===== src/rtl/uart_pkg.sv =====
// Shared types and helpers for the fabric-side UART receiver.
package uart_pkg;

  localparam int DATA_BITS = 8;

  typedef enum logic [2:0] {
    ST_IDLE,
    ST_START,
    ST_DATA,
    ST_PARITY,
    ST_STOP,
    ST_WAIT_HIGH
  } rx_state_e;

  // Clock cycles per oversample tick, rounded to nearest.
  function automatic int baud_div(input int clk_hz, input int baud, input int os);
    int per_tick;
    per_tick = baud * os;
    return (clk_hz + per_tick / 2) / per_tick;
  endfunction

endpackage


===== src/rtl/sync_fifo_fwft.sv =====
// First-word fall-through FIFO; push while full succeeds only if a pop happens in the same cycle.
module sync_fifo_fwft #(
  parameter int WIDTH = 8,
  parameter int DEPTH = 16
) (
  input  logic                     clk,
  input  logic                     reset,
  input  logic                     push,
  input  logic [WIDTH-1:0]         push_data,
  input  logic                     pop,
  output logic [WIDTH-1:0]         pop_data,
  output logic                     full,
  output logic                     empty,
  output logic [$clog2(DEPTH):0]   count
);
  localparam int AW = $clog2(DEPTH);

  logic [WIDTH-1:0] mem [DEPTH];
  logic [AW-1:0]    wr_ptr_reg;
  logic [AW-1:0]    rd_ptr_reg;
  logic [AW:0]      count_reg;
  logic             do_push;
  logic             do_pop;

  assign empty    = (count_reg == '0);
  assign full     = (count_reg == (AW+1)'(DEPTH));
  assign count    = count_reg;
  assign do_pop   = pop && !empty;
  assign do_push  = push && (!full || do_pop);
  // Head is a don't-care while empty; forcing zero keeps the reset value clean.
  assign pop_data = empty ? '0 : mem[rd_ptr_reg];

  always_ff @(posedge clk) begin
    if (do_push) mem[wr_ptr_reg] <= push_data;
  end

  always_ff @(posedge clk) begin
    if (reset) begin
      wr_ptr_reg <= '0;
      rd_ptr_reg <= '0;
      count_reg  <= '0;
    end else begin
      if (do_push) wr_ptr_reg <= wr_ptr_reg + AW'(1);
      if (do_pop)  rd_ptr_reg <= rd_ptr_reg + AW'(1);
      case ({do_push, do_pop})
        2'b10:   count_reg <= count_reg + (AW+1)'(1);
        2'b01:   count_reg <= count_reg - (AW+1)'(1);
        default: count_reg <= count_reg;
      endcase
    end
  end

endmodule


===== src/rtl/uart_rx_core.sv =====
// UART receiver (8N1, or 8E1 with UART_RX_PARITY_EN defined) feeding a FWFT byte FIFO.
module uart_rx_core
  import uart_pkg::*;
#(
  parameter int CLK_HZ     = 100_000_000,
  parameter int BAUD       = 115200,
  parameter int OVERSAMPLE = 16,
  parameter int FIFO_DEPTH = 16
) (
  input  logic                          clk,
  input  logic                          reset,
  input  logic                          rxd,
  output logic [7:0]                    m_data,
  output logic                          m_valid,
  input  logic                          m_ready,
  output logic [$clog2(FIFO_DEPTH):0]   fifo_count,
  output logic                          frame_err,
  output logic                          overrun
`ifdef UART_RX_PARITY_EN
  ,
  output logic                          parity_err
`endif
);
  localparam int DIV   = baud_div(CLK_HZ, BAUD, OVERSAMPLE);
  localparam int DIV_W = (DIV > 1) ? $clog2(DIV) : 1;
  localparam int OS_W  = $clog2(OVERSAMPLE);

  logic [1:0]       sync_reg;
  logic             rxd_s;
  logic [DIV_W-1:0] div_cnt_reg;
  logic             tick;
  rx_state_e        state_reg;
  logic [OS_W-1:0]  os_cnt_reg;
  logic [OS_W-1:0]  os_target;
  logic             sample;
  logic [2:0]       bit_cnt_reg;
  logic [7:0]       shift_reg;
  logic             frame_err_reg;
  logic             overrun_reg;
  logic             push;
  logic             pop;
  logic             fifo_full;
  logic             fifo_empty;
`ifdef UART_RX_PARITY_EN
  logic             parity_bad_reg;
  logic             parity_err_reg;
`endif

  assign rxd_s = sync_reg[1];

  always_ff @(posedge clk) begin
    if (reset) sync_reg <= 2'b11;
    else       sync_reg <= {sync_reg[0], rxd};
  end

  assign tick = (div_cnt_reg == DIV_W'(DIV - 1));

  always_ff @(posedge clk) begin
    if (reset || tick) div_cnt_reg <= '0;
    else               div_cnt_reg <= div_cnt_reg + DIV_W'(1);
  end

  // Start bit is checked mid-bit; every later bit one full bit period after that.
  assign os_target = (state_reg == ST_START) ? OS_W'(OVERSAMPLE / 2 - 1) : OS_W'(OVERSAMPLE - 1);
  assign sample    = tick && (os_cnt_reg == os_target);

`ifdef UART_RX_PARITY_EN
  assign push = (state_reg == ST_STOP) && sample && rxd_s && !parity_bad_reg;
`else
  assign push = (state_reg == ST_STOP) && sample && rxd_s;
`endif
  assign pop  = m_valid && m_ready;

  always_ff @(posedge clk) begin
    if (reset) begin
      state_reg      <= ST_IDLE;
      os_cnt_reg     <= '0;
      bit_cnt_reg    <= '0;
      shift_reg      <= '0;
      frame_err_reg  <= 1'b0;
      overrun_reg    <= 1'b0;
`ifdef UART_RX_PARITY_EN
      parity_bad_reg <= 1'b0;
      parity_err_reg <= 1'b0;
`endif
    end else begin
      frame_err_reg <= 1'b0;
      overrun_reg   <= push && fifo_full && !pop;
`ifdef UART_RX_PARITY_EN
      parity_err_reg <= 1'b0;
`endif
      if (tick) os_cnt_reg <= sample ? '0 : os_cnt_reg + OS_W'(1);
      case (state_reg)
        ST_IDLE: begin
          os_cnt_reg <= '0;
          if (!rxd_s) state_reg <= ST_START;
        end
        ST_START: begin
          bit_cnt_reg <= '0;
          if (sample) state_reg <= rxd_s ? ST_IDLE : ST_DATA;
        end
        ST_DATA: begin
          if (sample) begin
            shift_reg   <= {rxd_s, shift_reg[7:1]};
            bit_cnt_reg <= bit_cnt_reg + 3'd1;
            if (bit_cnt_reg == 3'(DATA_BITS - 1)) begin
`ifdef UART_RX_PARITY_EN
              state_reg <= ST_PARITY;
`else
              state_reg <= ST_STOP;
`endif
            end
          end
        end
`ifdef UART_RX_PARITY_EN
        ST_PARITY: begin
          if (sample) begin
            parity_bad_reg <= rxd_s ^ (^shift_reg);
            state_reg      <= ST_STOP;
          end
        end
`endif
        ST_STOP: begin
          if (sample) begin
`ifdef UART_RX_PARITY_EN
            parity_err_reg <= parity_bad_reg;
`endif
            if (rxd_s) begin
              state_reg <= ST_IDLE;
            end else begin
              frame_err_reg <= 1'b1;
              state_reg     <= ST_WAIT_HIGH;
            end
          end
        end
        ST_WAIT_HIGH: begin
          if (rxd_s) state_reg <= ST_IDLE;
        end
        default: state_reg <= ST_IDLE;
      endcase
    end
  end

  sync_fifo_fwft #(
    .WIDTH (8),
    .DEPTH (FIFO_DEPTH)
  ) u_fifo (
    .clk       (clk),
    .reset     (reset),
    .push      (push),
    .push_data (shift_reg),
    .pop       (pop),
    .pop_data  (m_data),
    .full      (fifo_full),
    .empty     (fifo_empty),
    .count     (fifo_count)
  );

  assign m_valid   = !fifo_empty;
  assign frame_err = frame_err_reg;
  assign overrun   = overrun_reg;
`ifdef UART_RX_PARITY_EN
  assign parity_err = parity_err_reg;
`endif

endmodule


===== config.mk =====
export PLATFORM = sky130hd
export DESIGN_NAME = uart_rx_core
export DESIGN_NICKNAME = d
export VERILOG_FILES = /design/src/rtl/uart_pkg.sv /design/src/rtl/sync_fifo_fwft.sv /design/src/rtl/uart_rx_core.sv
export SDC_FILE = /design/constraint.sdc
export NUM_CORES = 1
export LEC_CHECK = 0
export ABC_AREA = 1
export BUFFER_PORTS_ARGS = -buffer_cell sky130_fd_sc_hd__buf_2
export CAP_MARGIN = 20
export CORE_UTILIZATION = 55
export CTS_CLUSTER_DIAMETER = 40
export DETAILED_ROUTE_END_ITERATION = 6
export PLACE_DENSITY = 0.72
export SYNTH_ARGS = -nofsm -noshare
export SYNTH_HDL_FRONTEND = slang
export SYNTH_SLANG_ARGS = --single-unit
export TNS_END_PERCENT = 10

===== constraint.sdc =====
create_clock -name clk -period 4.9 [get_ports clk]
set_clock_uncertainty 0.1 [all_clocks]
set_input_delay 1.47 -clock clk [delete_from_list [all_inputs] [get_ports clk]]
set_output_delay 1.47 -clock clk [all_outputs]
set_load 0.1 [all_outputs]

==> impl_metrics.csv <==
group,metric,value,unit
worst_setup_path,start_kind,"flip-flop",
worst_setup_path,crit_path_cell_trace,"buf_4, inv_1, nand3_1, nand2_1, a21oi_1, o31ai_1, a21oi_1, buf_2",
routing,dr.pass1.iters,5,
synthesis,synthCells,710,
worst_hold_path,hold_path_class,"reg -> reg",
sta,hold_viol,0,
clock_tree,cts_tree,"built",
routing,top_layer,"met4",
routing,viasPerCell,5.59,
placed_design,gp_congestion,0.773,
synthesis,yosys-top-cells-area,"edfxtp_1 (53%), dfxtp_1 (12%), nand2_1 (8.4%)",
clock_tree,cts_buffers,17,
worst_setup_path,cpPeakStageDelay,0.44,ns
synthesis,synth_warnings,0,
worst_setup_path,path_class,"reg -> out",
grt,grt_use_total,23.9,%
cells_and_area,syn2layout_area_growth,12.1,%
clock_tree,clock_path_buffers,2,
cells_and_area,largest_reg_flops,128,
die,core-area,0.0128,mm^2
sta,fmax,0.229,GHz
die,start_util,57.1,%
routing,m1WireLength,6.40,mm
sta,period_share,89.2,%
synthesis,syn-num-nets,727,
clock_tree,numClockSinks,173,
grt,antenna_found_initial,0,
grt,grt_max_degree,65,
placed_design,hpwl,9.54,mm
routing,wl_per_cell,16.6,um
worst_setup_path,cp.arrival,2.80,ns
cells_and_area,instances_no_fill,910,
routing,routed-via-count,5090,
worst_setup_path,regToRegStartpoint,"os_cnt_reg[1]",
power,ir_drop,0.279,mV
routing,remaining_drc_errors,0,
synthesis,syn_avg_cell_area,10.3,um^2
routing,finalWirelength,15.1,mm
grt,grt_pass1_wl,23.9,mm
power,power_frac_seq,50.1,%
routing,met3_length,695,um
synthesis,synth.distinct_cells,34,
power,clkPwrFrac,46.3,%
placed_design,numPortBuffers,19,
synthesis,yosysTopAreaCellShare,52.7,%
power,p_comb_share,3.6,%
synthesis,synth_seq_cells,173,
job,cap_violations,0,
power,power_switching,0.000607,W
sta,fin_crit,4.37,ns
grt,grt_pass1_vias,4750,
worst_setup_path,slowest_stage,"buf_4",
sta,max_slew_margin,35.3,%
clock_tree,hold_buffers,0,
worst_hold_path,hp-start,"sync_reg[0]",
cells_and_area,drive_gt1_share,9.35,%
clock_tree,cts_resized,0,
routing,drtAntennaViolNets,0,
synthesis,netlist.top_cell.by_area,"edfxtp_1",
die,die_h,117,um
power,p_int,0.00254,W
sta,final-setup-viol-count,0,
outcome,status,"finished clean",
cells_and_area,antenna_cells,0,
die,boundaryPins,20,
clock_tree,clkTransAtPathRegs,0.06,ns
power,power.leakage,3.46,nW
clock_tree,htreeDepth,4,
placed_design,dp_cells,876,
clock_tree,cts_setup_buffers,0,
power,switching_share,19.3,%
sta,drv_slew,0,
clock_tree,insertion_delay,0.43,ns
die,dieArea,0.0137,mm^2
worst_setup_path,crit_fanout,49,
clock_tree,cts_root_buf,"clkbuf_16",
die,die_x,117,um
routing,drt_iter0_drc,413,
sta,rsz0062_at_grt,"false",
routing,wl_met2,7.72,mm
sta,timing_worst_slew_pin_value,0.967,ns
worst_setup_path,cpMostUsedCell,"a21oi_1",
synthesis,ys_seq_area_share,65.0,%
cells_and_area,nets,742,
die,rows,41,
power,pwr_density_cell,384,mW/mm^2
worst_setup_path,endpoint_kind,"primary output",
worst_setup_path,required,3.33,ns
synthesis,synth_area,0.00730,mm^2
grt,grt-ovfl-total,0,
sta,tns,0,ns
==> synthesized netlist by cell type (all sizes together) <==
master,n
xnor2,1
a21o,1
o31ai,16
nand2,170
xor2,5
nor2,102
nor3b,2
a31oi,1
dfxtp,45
nand4,5
nand3b,1
inv,40
ha,13
a21oi,56
edfxtp,128
nor4,1
a211oi,1
buf,12
nor3,4
or2,2
clkbuf,15
o21ai,37
nand3,52
==> cell families after synthesis <==
logic type                 count (synthesis)  synth area share (%)
AOI/OAI and AO/OA                        112                  8.32
xor gates and xnor gates                   6                 0.720
DFF                                      173                  65.0
adders and majority gates                 13                  2.23
buffers and inverters                     67                  3.70
and+or+nand+nor                          339                  20.0
==> power by group through the flow <==
stage	combinational [W]	clock, W	sequential (W)
2_1_floorplan	0.0000912	0	0.00160
3_3_place_gp	0.000104	0	0.00160
3_5_place_dp	0.000112	0	0.00160
4_1_cts	0.000112	0.00147	0.00157
5_1_grt	0.000132	0.00152	0.00157
6_report	0.000113	0.00146	0.00157
==> area by class of cell <==
cell class	count	area (um^2)
flip-flops and latches	173	4750
fillers	987	4590
multi-input cells	470	2280
clock buffers	24	482
well taps	172	215
clock inverters	8	161
inverters	40	155
repair buffers	23	141
==> metal layers <==
metal,up-vias,global-route usage (%)
li1,2454,-
met2,156,40.3
met1,2451,29.0
met5,-,0
met4,0,11.7
met3,29,5.46
==> per-stage QoR <==
step	worst slack, ns	cell area [um^2]	utilization, %	total power (W)	hold WS, ns
floorplan	0.472	7300	-	0.00169	0.289
global placement	1.07	7510	58.8	0.00171	0.296
detailed placement	1.02	7510	58.8	0.00172	0.308
CTS	0.544	8150	63.8	0.00316	0.324
global route	0.382	8180	64.1	0.00323	0.325
finish	0.527	8180	64.1	0.00314	0.316
==> critical path, delay by kind of cell (launching register included) <==
kind	cells	cell delay [ns]
AOI/OAI and AO/OA	3	0.47
and+or+nand+nor	2	0.26
DFF	1	0.32
buffers and inverters	3	1.30
==> cells in the final DEF, fill, tap and decap left out, types with 2 or more instances in the layout <==
master / netlist / routed
nand2_1: 164 / 164
edfxtp_1: 128 / 128
nor2_1: 99 / 99
a21oi_1: 56 / 56
nand3_1: 51 / 51
dfxtp_1: 45 / 44
inv_1: 33 / 33
o21ai_0: 33 / 33
buf_2: 8 / 19
clkbuf_16: 0 / 17
o31ai_1: 16 / 16
ha_1: 13 / 13
inv_2: 6 / 6
xor2_1: 5 / 5
nand2_4: 5 / 5
nand4_1: 5 / 5
bufinv_16: 0 / 5
o21ai_1: 4 / 4
clkbuf_1: 15 / 4
nor3_1: 3 / 3
clkinv_1: 0 / 3
clkbuf_8: 0 / 3
nor2_4: 2 / 2
nor3b_1: 2 / 2
or2_2: 2 / 2
buf_4: 1 / 2
==> final timing paths <==
| kind | endpoint | slack (ns) | depth (start not counted) |
|---|---|---|---|
| max | m_data[7] | 0.53 | 8 |
| min | sync_reg[1] | 0.32 | 1 |
| max reg2reg | u_fifo.count[4] | 2.21 | 15 |
| min reg2reg | sync_reg[1] | 0.32 | 1 |
Note: power is estimated with default switching activity, not from simulation.
